File: config.mk
export PLATFORM = sky130hd
export DESIGN_NAME = int_priority_controller
export DESIGN_NICKNAME = d
export VERILOG_FILES = /design/src/rtl/int_priority_controller.sv
export SDC_FILE = /design/constraint.sdc
export NUM_CORES = 1
export LEC_CHECK = 0
export BUFFER_PORTS_ARGS = -buffer_cell sky130_fd_sc_hd__clkbuf_2
export CAP_MARGIN = 25
export CORE_MARGIN = 10
export CORE_UTILIZATION = 38
export CTS_CLUSTER_DIAMETER = 50
export DETAILED_ROUTE_END_ITERATION = 7
export PLACE_DENSITY = 0.62
export SETUP_SLACK_MARGIN = 0.05
export SYNTH_ARGS = -nofsm -noshare
export SYNTH_HDL_FRONTEND = slang
export SYNTH_SLANG_ARGS = --single-unit
File: constraint.sdc
create_clock -name clk -period 2.5 [get_ports clk]
set_clock_uncertainty 0.1 [all_clocks]
set_input_delay 0.25 -clock clk [delete_from_list [all_inputs] [get_ports clk]]
set_output_delay 0.25 -clock clk [all_outputs]
set_load 0.05 [all_outputs]
File: src/rtl/int_priority_controller.sv
// Nested priority interrupt controller: synchronizes and edge-detects the pins, latches
// pending events, and issues one request at a time to the core through a req/take handshake.
module int_priority_controller #(
  parameter int unsigned NumSrc = 3,
  parameter int unsigned IdBit  = 2
) (
  input  logic              clk,
  input  logic              rst_n,
  input  logic              en,
  input  logic [NumSrc-1:0] irq,
  input  logic              ie,
  input  logic              take,
  input  logic              eret,
  output logic              req,
  output logic [IdBit-1:0]  req_id,
  output logic [NumSrc-1:0] pending,
  output logic [NumSrc-1:0] active,
  output logic [IdBit-1:0]  depth
);

  typedef enum logic {
    IDLE = 1'b0,
    REQ  = 1'b1
  } state_t;

  state_t            state_q;
  state_t            state_d;
  logic [NumSrc-1:0] sync1_q;
  logic [NumSrc-1:0] sync2_q;
  logic [NumSrc-1:0] edge_q;
  logic [NumSrc-1:0] rise;
  logic [NumSrc-1:0] allowed;
  logic [NumSrc-1:0] top_oh;
  logic [NumSrc-1:0] take_oh;
  logic [NumSrc-1:0] pending_d;
  logic [NumSrc-1:0] active_d;
  logic [IdBit-1:0]  cand_id;
  logic [IdBit-1:0]  req_id_d;
  logic [IdBit-1:0]  depth_d;
  logic              cand_valid;
  logic              eligible;
  logic              take_fire;
  logic              withdraw;

  // Pin capture: two-stage synchronizer followed by a rising-edge register
  always_ff @(posedge clk or negedge rst_n) begin
    if (!rst_n) begin
      sync1_q <= '0;
      sync2_q <= '0;
      edge_q  <= '0;
    end else begin
      sync1_q <= irq;
      sync2_q <= sync1_q;
      edge_q  <= sync2_q;
    end
  end

  assign rise = sync2_q & ~edge_q;

  // Candidate must sit strictly above every in-service level
  always_comb begin
    logic seen;
    seen       = 1'b0;
    allowed    = '0;
    top_oh     = '0;
    cand_valid = 1'b0;
    cand_id    = '0;
    for (int i = int'(NumSrc) - 1; i >= 0; i--) begin
      seen       = seen | active[i];
      allowed[i] = ~seen;
    end
    for (int i = 0; i < int'(NumSrc); i++) begin
      if (active[i]) begin
        top_oh    = '0;
        top_oh[i] = 1'b1;
      end
      if (pending[i] && allowed[i]) begin
        cand_valid = 1'b1;
        cand_id    = IdBit'(i);
      end
    end
  end

  assign eligible = cand_valid & ie & en;

  // FSM state register
  always_ff @(posedge clk or negedge rst_n) begin
    if (!rst_n) begin
      state_q <= IDLE;
    end else begin
      state_q <= state_d;
    end
  end

  // Next state and the frozen request id
  always_comb begin
    state_d  = state_q;
    req_id_d = '0;
    case (state_q)
      IDLE: begin
        if (eligible) begin
          state_d  = REQ;
          req_id_d = cand_id;
        end
      end
      REQ: begin
        if (take || !ie || !en) begin
          state_d = IDLE;
        end else begin
          req_id_d = req_id;
        end
      end
      default: state_d = IDLE;
    endcase
  end

  // FSM outputs
  always_comb begin
    req       = 1'b0;
    take_fire = 1'b0;
    withdraw  = 1'b0;
    if (state_q == REQ) begin
      req       = 1'b1;
      take_fire = take;
      withdraw  = ~take & (~ie | ~en);
    end
  end

  // Pending/active updates; a same-cycle edge on the taken source survives the clear
  always_comb begin
    int unsigned cnt;
    take_oh   = take_fire ? (NumSrc'(1) << req_id) : '0;
    pending_d = (pending & ~take_oh) | rise;
    active_d  = (eret ? (active & ~top_oh) : active) | take_oh;
    cnt       = 0;
    for (int i = 0; i < int'(NumSrc); i++) begin
      if (active_d[i]) cnt++;
    end
    depth_d = IdBit'(cnt);
  end

  always_ff @(posedge clk or negedge rst_n) begin
    if (!rst_n) begin
      pending <= '0;
      active  <= '0;
      depth   <= '0;
      req_id  <= '0;
    end else begin
      pending <= pending_d;
      active  <= active_d;
      depth   <= depth_d;
      req_id  <= req_id_d;
    end
  end

endmodule

**Yosys cells after proc, flatten, opt, wreduce, memory -nomap -nowiden**

Cells that the tools add are included.

- Register bits after elaboration: 20
- Input bits: 9
- Output and inout bits: 11
- Word-level logic and storage cells: 56

- Add/subtract/negate cells: 2
- Eq/ne operators: 1
- Shifts and indexed selects: 1
- Muxes and demuxes: 21
- Bitwise logic cells: 16
- Reductions and logical operators: 7

Operator list:

| operator | number |
|---|---|
| 2-bit two-way mux | 6 |
| 1-bit two-way mux | 10 |
| 3-bit bitwise AND | 3 |
| 3-bit two-way mux | 3 |
| 3-bit NOT | 3 |
| 3-bit OR | 2 |
| 1-bit NOT | 4 |
| 2-bit case mux with 2 select lines | 1 |
| 1-bit logical AND | 3 |
| 1-bit by 2-bit << shifter with 3-bit output (first input constant) | 1 |
| 1-bit by 1-bit adder with 2-bit output (second input constant) | 1 |
| 2-bit by 1-bit adder with 2-bit output (second input constant) | 1 |
| 1-bit bitwise AND | 2 |
| 1-bit logical NOT | 2 |
| 1-bit logical OR | 2 |
| 2-bit by 1-bit inequality test with 1-bit output (second input constant) | 1 |
| 1-bit OR | 2 |
| 1-bit case mux with 2 select lines | 1 |

**Longest topological paths before layout**

- Depth after elaboration: 12
- Depth in mapped cells: 6
- Depth with buffers taken out: 6

**Least setup slack after synthesis**

Ideal clock, no wire load.

- Path kind: reg2reg
- Start point: register active[2]
- End point: register depth[0]
- Arrival: 1.507 ns
- Path slack: 0.763 ns
- Stages on the path, launching flop included: 6
- Period minus slack after synthesis: 1.737 ns
- Cell sequence: dfrtp_1 nand2b_1 o21ai_0 o21a_1 ha_1 xor2_1

- Word-level cells in the longest chain between the ends: 10

Ends and longest elaborated chain:

| element | line | text |
|---|---|---|
| start, declared | 17 | `output logic [NumSrc-1:0] active,` |
| start signal, assigned | 150 | `active <= active_d;` |
| 3-bit two-way mux | 73 | `if (active[i]) begin` |
| 3-bit NOT | 134 | `active_d = (eret ? (active & ~top_oh) : active) \| take_oh;` |
| 3-bit bitwise AND | 134 |  |
| 3-bit two-way mux (*) | 134 |  |
| 3-bit OR (*) | 134 |  |
| 1-bit two-way mux | 137 | `if (active_d[i]) cnt++;` |
| 1-bit by 1-bit adder with 2-bit output | 137 |  |
| 2-bit two-way mux | 137 |  |
| 2-bit by 1-bit adder with 2-bit output | 137 |  |
| 2-bit two-way mux (*) | 137 |  |
| named net depth_d[0] | 39 | `logic [IdBit-1:0] depth_d;` |
| end signal, assigned | 151 | `depth <= depth_d;` |
| end, declared | 18 | `output logic [IdBit-1:0] depth` |

Mark *: on every way through the listed nets, which the timed path passes. The rest lies on a longest branch.
A chain may end at the register's enable or synchronous reset.

**Worst setup path after layout**

Ends and elaborated chain as after synthesis.

==> out/results.ini <==
[status]
status=finished clean

[clock_network]
clock_path_buffers=2
clk-insertion-delay-late_ns=0.29
cts.repair.resized=0
htree_levels=1
cts_sinks=20
clockRootBuffer=clkbuf_4
clk_pin_slew_worst_paths_ns=0.10
numCtsBuffers=3
cts_hold_buf=4
cts_tree=yes
post_cts_buffers=0

[routing]
ant_nets=0
initialDrtViolationCount=14
first_pass_iters=4
num_vias=514
drc=0
routedWlPerCell_um=12.69
via_per_inst=4.631
routed_wl_um=1409

[setup_path]
startpoint_type=flip-flop
crit_chain=nand2b_1 > o21ai_0 > o21a_1 > ha_1 > xor2_1
crit_path_end_kind=flip-flop
worstSetupPathType=flip-flop to flip-flop
crit_arrival_ns=1.66
critPathRequiredTime_ns=2.57
cp_slowest_cell=dfrtp_1
cp_slowest_stage_delay_ns=0.43
worstPathMaxFanout=6

[global_route]
grt_usage_pct=6.856
antenna_found_initial=0
grt_pass1_wl_um=2304
grt_max_degree=21
grt_pass1_vias=491
gr-total-overflow=0

[sta]
rsz0062_at_grt=false
slew_headroom_pct=68.63
layout_setup_ws_ns=0.9147
setup_tns_ns=0
finalCriticalPeriod_ns=1.585
max_clock_freq_mhz=630.8
slew_violations=0
worst_slew_pin_slew_ns=0.4706
hold_viol_final=0
setup_viol=0
post-route-period-util_pct=63.41

[job]
cap_violations=0

[synthesis]
synthTopCellsByArea=dfrtp_1 (68%), o21ai_0 (4.1%), ha_1 (3.4%), nand2_1 (3.0%), inv_1 (2.5%)
syn_avg_cell_area_um2=12.55
yosysTopAreaCellShare_pct=67.57
synth_cell_types=23
ys_seq_area_share_pct=67.57
synth_top_area_cell=dfrtp_1
mappedNetlistArea_um2=740.7
yosysWarnings=0
syn-num-nets=70
ys_ff_latch=20
syn-instance-count=59

[final_layout]
area_growth_pct=29.56
drive_gt1_share_pct=29.07
n_antenna_cell=0
nets=98
instances_no_fill=111

[place]
placed_cells=103
gp_congestion=0.7850
dp.final_hpwl_um=1095
io_buffers=19
place_ws_ns=0.9270

[pwr]
cellPowerDensity_mw_per_mm2=726.5
clkPwrFrac_pct=36.4
p_sw_share_pct=23.97
irDropWorstVdd_mv=0.5228
power_switching_uw=167.1
seqPwrFrac_pct=50.5
p_int_uw=530.1
combPwrFrac_pct=13.0
power.static_leakage_uw=0.0004795

[die]
die-area_mm2=0.004115
start_util_pct=41.54
fp.dieH_um=64.15
core-area_mm2=0.001783
num_rows=15
ios=20
die_w_um=64.15

[hold_path]
holdCritPathClass=primary input to flip-flop

[cells in the final DEF (no fill, tap or decap), types with 2 or more instances in the layout]
cell type       n
nand4b_1        2
nand2_1         6
dlygate4sd3_1   4
o21ai_0         6
ha_1            2
inv_1           5
clkbuf_2       19
dfrtp_1        20
nor2_1          2
clkbuf_4        3
[through the flow]
| step | power [µW] | hold slack, ns | instance area, µm² | util (%) |
|---|---|---|---|---|
| after floorplan | 414.5 | -0.1456 | 740.7 | - |
| after global placement | 444.9 | 0.1293 | 867.1 | 48.63 |
| after detailed placement | 446.7 | 0.1352 | 867.1 | 48.63 |
| after CTS | 711.0 | 0.07813 | 959.7 | 53.82 |
| after global routing | 727.8 | 0.08170 | 959.7 | 53.82 |
| final | 697.2 | 0.09296 | 959.7 | 53.82 |
[power groups by stage]
stage	Combinational (µW)	Clock, µW	Sequential [µW]
2_1_floorplan	20.7	0	394
3_3_place_gp	86.4	0	358
3_5_place_dp	87.5	0	359
4_1_cts	92.4	266	353
5_1_grt	98.5	274	355
6_report	90.7	254	352
[kinds of logic after synthesis]
logic type      synth area share, %
flops                         67.57
simple gates                  14.87
xor+xnor                      1.183
fa+ha+maj                     3.378
compound gates                9.122
mux                           1.351
buf+inv                       2.534
[cell usage after synthesis]
cell type and number:
nand2b_1 1, nand3b_1 1, xor2_1 1, nor3b_1 1, o41ai_1 1, nor2b_1 1, o21a_1 1, a22oi_1 1
or4b_1 1, nor2b_2 1, a21oi_1 1, dfrtp_1 20, o21ai_2 1, o21ai_0 6, nand4b_1 2, and2_1 1
nor2_1 2, nand2_1 6, nand3_1 1, inv_1 5, mux2i_1 1, nor3_1 1, ha_1 2
[critical path, delay by kind of cell (launching register included)]
kind                     cells  cell delay, ns
adder cells (fa/ha/maj)      1            0.23
XOR/XNOR                     1            0.16
AND/OR/NAND/NOR              1            0.18
flip-flops                   1            0.43
AO/OA/AOI/OAI                2            0.37
[cell type report]
cell class | instances | area (µm²)
clock buffer | 3 | 22.52
clock inverter | 1 | 30.03
fill | 162 | 823.3
inverter | 5 | 18.77
multi-input combinational | 34 | 221.5
sequential | 20 | 500.5
tap | 25 | 31.28
timing repair buffer | 23 | 135.1
[path summary, 6_finish.rpt]
check                                        to                  from  slack [ns]  depth (start not counted)
min in group asynchronous  pending[2]$_DFF_PN0_                 rst_n        0.33                          2
setup reg to reg             depth[0]$_DFF_PN0_   active[2]$_DFF_PN0_        0.91                          5
setup / recovery             depth[0]$_DFF_PN0_   active[2]$_DFF_PN0_        0.91                          5
hold / removal              active[2]$_DFF_PN0_                  eret        0.09                          2
hold reg to reg            sync2_q[2]$_DFF_PN0_  sync1_q[2]$_DFF_PN0_        0.26                          0
max in group asynchronous    depth[0]$_DFF_PN0_                 rst_n        1.64                          2
[metal layers]
metal	vias to the layer above	wire [µm]	global-route usage, %
met3	2	121	2.787
met1	240	698	8.138
met2	15	578	10.57
met4	0	12	3.209
li1	257	-	-
met5	-	0	0
[registers in the layout (all words and copies together) (netlist names)]
register  cells
sync1_q       3
active        3
state_q       1
sync2_q       3
depth         2
pending       3
edge_q        3
req_id        2
Note: power is estimated with default switching activity, not from simulation.
